$ cat src/rtl/xfunc_pkg.sv
// Shared types and default constants for the xfunc sequencer slice.
package xfunc_pkg;

  typedef enum logic [1:0] {
    IDLE = 2'd0,
    RUN  = 2'd1,
    DONE = 2'd2
  } xfunc_state_t;

  localparam int XF_W   = 32;
  localparam int XF_CW  = 5;
  localparam int XF_INC = 2;

endpackage

$ cat src/rtl/xfunc_comb.sv
// Combinational f(x, b) = (x + INC) ^ (x + b); both sums wrap modulo 2^W.
module xfunc_comb
  import xfunc_pkg::*;
#(
  parameter int W   = XF_W,
  parameter int INC = XF_INC
) (
  input  logic [W-1:0] x,
  input  logic [W-1:0] b,
  output logic [W-1:0] f
);

  logic [W-1:0] w_sum_inc;
  logic [W-1:0] w_sum_b;

  always_comb begin
    w_sum_inc = x + W'(INC);
    w_sum_b   = x + b;
    f         = w_sum_inc ^ w_sum_b;
  end

endmodule

$ cat src/rtl/xfunc_seq.sv
// Multi-cycle sequencer iterating f(x, b) cnt times on one shared datapath;
// busy stalls the pipeline, done pulses for one cycle before result updates.
module xfunc_seq
  import xfunc_pkg::*;
#(
  parameter int W   = XF_W,
  parameter int CW  = XF_CW,
  parameter int INC = XF_INC
) (
  input  logic          clk,
  input  logic          reset,
  input  logic          start,
  input  logic [W-1:0]  a,
  input  logic [W-1:0]  b,
  input  logic [CW-1:0] cnt,
  input  logic          flush,
  output logic          busy,
  output logic          done,
  output logic [W-1:0]  result
);

  xfunc_state_t  r_state;
  xfunc_state_t  w_next;
  logic [W-1:0]  r_x;
  logic [W-1:0]  r_b;
  logic [CW-1:0] r_rem;
  logic [W-1:0]  r_result;
  logic [W-1:0]  w_f;
  logic          w_accept;

  xfunc_comb #(.W(W), .INC(INC)) u_comb (
    .x (r_x),
    .b (r_b),
    .f (w_f)
  );

  // A start coinciding with flush in IDLE is dropped, not deferred.
  assign w_accept = (r_state == IDLE) && start && !flush;

  always_ff @(posedge clk) begin
    if (reset) begin
      r_state  <= IDLE;
      r_x      <= '0;
      r_b      <= '0;
      r_rem    <= '0;
      r_result <= '0;
    end else begin
      r_state <= w_next;
      case (r_state)
        IDLE: if (w_accept) begin
          r_x   <= a;
          r_b   <= b;
          r_rem <= cnt;
        end
        RUN: if (!flush) begin
          r_x   <= w_f;
          r_rem <= r_rem - CW'(1);
        end
        DONE: if (!flush) r_result <= r_x;
        default: ;
      endcase
    end
  end

  always_comb begin
    w_next = r_state;
    case (r_state)
      IDLE:    if (w_accept) w_next = (cnt != '0) ? RUN : DONE;
      RUN:     if (flush) w_next = IDLE;
               else if (r_rem == CW'(1)) w_next = DONE;
      DONE:    w_next = IDLE;
      default: w_next = IDLE;
    endcase
  end

  always_comb begin
    busy   = (r_state == RUN) || (r_state == DONE);
    done   = (r_state == DONE);
    result = r_result;
  end

endmodule

$ cat config.mk
export PLATFORM = sky130hd
export DESIGN_NAME = xfunc_seq
export DESIGN_NICKNAME = d
export VERILOG_FILES = /design/src/rtl/xfunc_pkg.sv /design/src/rtl/xfunc_comb.sv /design/src/rtl/xfunc_seq.sv
export SDC_FILE = /design/constraint.sdc
export NUM_CORES = 1
export LEC_CHECK = 0
export CAP_MARGIN = 15
export CORE_ASPECT_RATIO = 0.8
export CORE_MARGIN = 2
export CORE_UTILIZATION = 55
export DETAILED_ROUTE_END_ITERATION = 8
export PLACE_DENSITY = 0.82
export SLEW_MARGIN = 20
export SYNTH_ARGS = -nofsm -noshare
export SYNTH_HDL_FRONTEND = slang
export SYNTH_SLANG_ARGS = --single-unit
$ cat constraint.sdc
create_clock -name clk -period 2.8 [get_ports clk]
set_input_delay 0.42 -clock clk [delete_from_list [all_inputs] [get_ports clk]]
set_output_delay 0.42 -clock clk [all_outputs]
set_load 0.05 [all_outputs]
==> results.sh <==
export IMPL_cp_slowest_cell="fa_1"
export IMPL_p_leak_uw=0.00308
export IMPL_worstPathArrival_ps=2980
export IMPL_cts_hold_repair_buffers=0
export IMPL_status="finished clean"
export IMPL_min_from="reset"
export IMPL_vias=6500
export IMPL_syn2layout_area_growth_pct=24.6
export IMPL_finalSetupViolations=0
export IMPL_fin_crit_ps=2720
export IMPL_drt_iter0_markers=491
export IMPL_clock_latency_ps=350
export IMPL_rsz0062_at_grt="yes"
export IMPL_ant_nets=0
export IMPL_path_max_fanout=4
export IMPL_vdd_drop_max_mv=0.950
export IMPL_cp_cell_sequence="ha_4, inv_1, fa_1, nand2b_1, a21o_1, a211o_1, a21oi_1, o211a_1, or2_2, nand3_1, a311oi_1"
export IMPL_yosys_warnings=0
export IMPL_antennaDiodeCount=0
export IMPL_path_clk_slew_ps=70
export IMPL_final_nets=1075
export IMPL_crit_path_end_kind="register"
export IMPL_critPathTopFamily="compound AO/OA/AOI/OAI gates"
export IMPL_cts_tree="yes"
export IMPL_hp_class="primary input to register"
export IMPL_cts_made_buffers=9
export IMPL_drive_gt1_share_pct=8.37
export IMPL_ys_ff_latch=103
export IMPL_power_density_mw_per_mm2=755
export IMPL_ios=107
export IMPL_cts_htree_levels=3
export IMPL_fin_crit_sh_pct=97.2
export IMPL_synth_edf_count=0
export IMPL_worst_slew_pin_slew_ps=756
export IMPL_syn_inst=865
export IMPL_timing_rr_start="r_x[0]$_SDFFE_PP0P_"
export IMPL_crit_required_ps=3060
export IMPL_maxCapViolCount=0
export IMPL_reg2reg_to="r_x[28]$_SDFFE_PP0P_"
export IMPL_hpwlAfterDp_um=13300
export IMPL_fin_total_pwr_uw=6230
export IMPL_slowest_delay_ps=390
export IMPL_grt_overflow=0
export IMPL_netlist_area_leader_share_pct=31.1
export IMPL_initial_core_util_pct=56.9
export IMPL_min_to="r_b[4]$_SDFFE_PP0P_"
export IMPL_first_global_vias=5934
export IMPL_postSynthAreaPerCell_um2=7.66
export IMPL_netlist_area_mm2=0.00662
export IMPL_dieHeight_um=102
export IMPL_yosys_top_cells_count="167 x nand2_1, 111 x a21oi_1, 103 x dfxtp_1"
export IMPL_stdcell_count=1116
export IMPL_grt_max_degree=49
export IMPL_clock_skew_ps=6.55
export IMPL_wl_per_cell_um=16.2
export IMPL_maxSlewHeadroom_pct=49.6
export IMPL_yosysSeqAreaShare_pct=31.1
export IMPL_fillCellCount=978
export IMPL_core_mm2=0.0116
export IMPL_die_area_mm2=0.0129
export IMPL_cts_root_buf="clkbuf_16"
export IMPL_ys_async_sr_fraction_pct=0
export IMPL_synth_nets=976
export IMPL_min_path_cells=2
export IMPL_firstDrtPassIters=5
export IMPL_drv_slew=0
export IMPL_clockBufferDepth=2
export IMPL_rr_worst_depth=11
export IMPL_worstSetupStartpointType="register"
export IMPL_timing_reg2reg_setup_slack_ps=80
export IMPL_grt_total_usage_pct=28.0
export IMPL_cts_sinks=103
export IMPL_fp_row_count=35
export IMPL_drc=0
export IMPL_yosysMostFrequentCell="nand2_1"
export IMPL_worst_path_buf_inv=1
export IMPL_max_clock_freq_mhz=367
export IMPL_yosys_top_cells_area="dfxtp_1 31%, nand2_1 9.5%, xnor2_1 9.0%"
export IMPL_ys_types=62
export IMPL_grt_pass1_wl_um=29400
export IMPL_vias_per_cell=5.82
export IMPL_place_inst=1100
export IMPL_yosysTopAreaCell="dfxtp_1"
export IMPL_finalHoldViolCount=0
export IMPL_antenna_found_initial=0
export IMPL_worstSetupPathType="register to register"
export IMPL_totalWireLength_um=18100
export IMPL_dieWidth_um=127
export IMPL_port_buffers=106
export IMPL_synth_flop_cell="dfxtp_1"
export IMPL_gp_congestion=0.925
[layout by cell type, fill, tap and decap left out, types with 3 or more instances in the layout]
master           instances
inv_1                   21
a31oi_1                 10
nand3_1                 25
o211ai_1                 8
a21oi_1                110
o21ai_0                 20
a211oi_1                22
and3_1                  13
nor2b_1                  5
o22ai_1                  4
ha_1                    34
nand2b_1                 7
or3_1                    3
a22oi_1                  7
o21a_1                   3
and4_1                   3
dfxtp_2                  4
nor2_1                  58
dfxtp_1                 98
nand2_1                167
mux2i_1                 18
nand4_1                  8
a21o_1                  17
clkdlybuf4s50_1        105
or2_2                    5
nor3_1                   9
xor2_1                   9
buf_4                   37
xnor2_1                 68
clkbuf_16                9
a211o_1                  5
o21bai_1                 4
[worst register-to-register path, delay by kind of cell (launching register included)]
family / cells / cell delay, ps
flip-flops: 1 / 380
AO/OA/AOI/OAI: 5 / 1260
buffers and inverters: 1 / 50
adder cells (fa/ha/maj): 2 / 540
AND/OR/NAND/NOR: 3 / 410
[repair_timing]
action | 4_1_cts | 5_1_grt
setup buffers | 0 | 1
setup endpoints to repair | 0 | 13
resized for setup | 0 | 15
[stage by stage]
step / setup slack, ps / hold slack (ps) / TNS (ps) / util (%) / instance area [µm²]
floorplan: 276 / 432 / 0 / - / 6620
global placement: 185 / 442 / 0 / 67.8 / 7900
detailed placement: 74.2 / 446 / 0 / 67.8 / 7900
CTS: 53.9 / 414 / 0 / 70.5 / 8210
global route: -30.1 / 432 / -71.6 / 70.9 / 8250
finish: 77.9 / 429 / 0 / 70.9 / 8250
[area by class of cell]
type / instances / area (µm²) / share of cell area [%]
multi-input combinational: 687 / 4280 / 51.8
sequential: 103 / 2070 / 25.1
timing repair buffer: 142 / 1330 / 16.1
clock buffer: 9 / 225 / 2.73
tap: 148 / 185 / 2.24
clock inverter: 6 / 86.3 / 1.05
inverter: 21 / 78.8 / 0.955
[kinds of logic after synthesis]
group | count (synthesis) | synth area share (%)
multiplexers | 18 | 2.72
AO/OA/AOI/OAI | 231 | 21.4
AND/OR/NAND/NOR | 323 | 22.4
buffers and inverters | 75 | 4.86
adder cells (fa/ha/maj) | 38 | 7.29
XOR/XNOR | 77 | 10.2
flip-flops | 103 | 31.1
[flip-flops by register name, summed over array words and instances (netlist names)]
register / count
r_state: 2
r_b: 32
result: 32
r_rem: 5
r_x: 32
[where the power goes]
group | internal, µW | switching [µW] | leakage, µW | total, µW
sequential | 1690 | 223 | 0.000841 | 1910
combinational | 1260 | 1720 | 0.00209 | 2980
clock | 777 | 567 | 0.000151 | 1340
[worst max-delay path by stage]
stage                              from                    to  slack (ps)  depth (start not counted)
global placement    r_x[1]$_SDFFE_PP0P_  r_x[24]$_SDFFE_PP0P_         180                         10
detailed placement  r_x[0]$_SDFFE_PP0P_  r_x[28]$_SDFFE_PP0P_          70                         11
CTS                 r_x[0]$_SDFFE_PP0P_  r_x[28]$_SDFFE_PP0P_          50                         11
floorplan           r_x[1]$_SDFFE_PP0P_  r_x[31]$_SDFFE_PP0P_         280                         11
global route        r_x[1]$_SDFFE_PP0P_  r_x[24]$_SDFFE_PP0P_         -30                         10
finish              r_x[0]$_SDFFE_PP0P_  r_x[28]$_SDFFE_PP0P_          80                         11
[routing by layer]
metal  global-route usage [%]  up-vias  share of wire [%]
li1                         -     3218                  -
met1                     41.1     3006                 48
met2                     43.2      253                 43
met3                     4.08       23                6.9
met4                     7.86        0                1.5
met5                        0        -                  0
(Power assumes the default switching activity.)
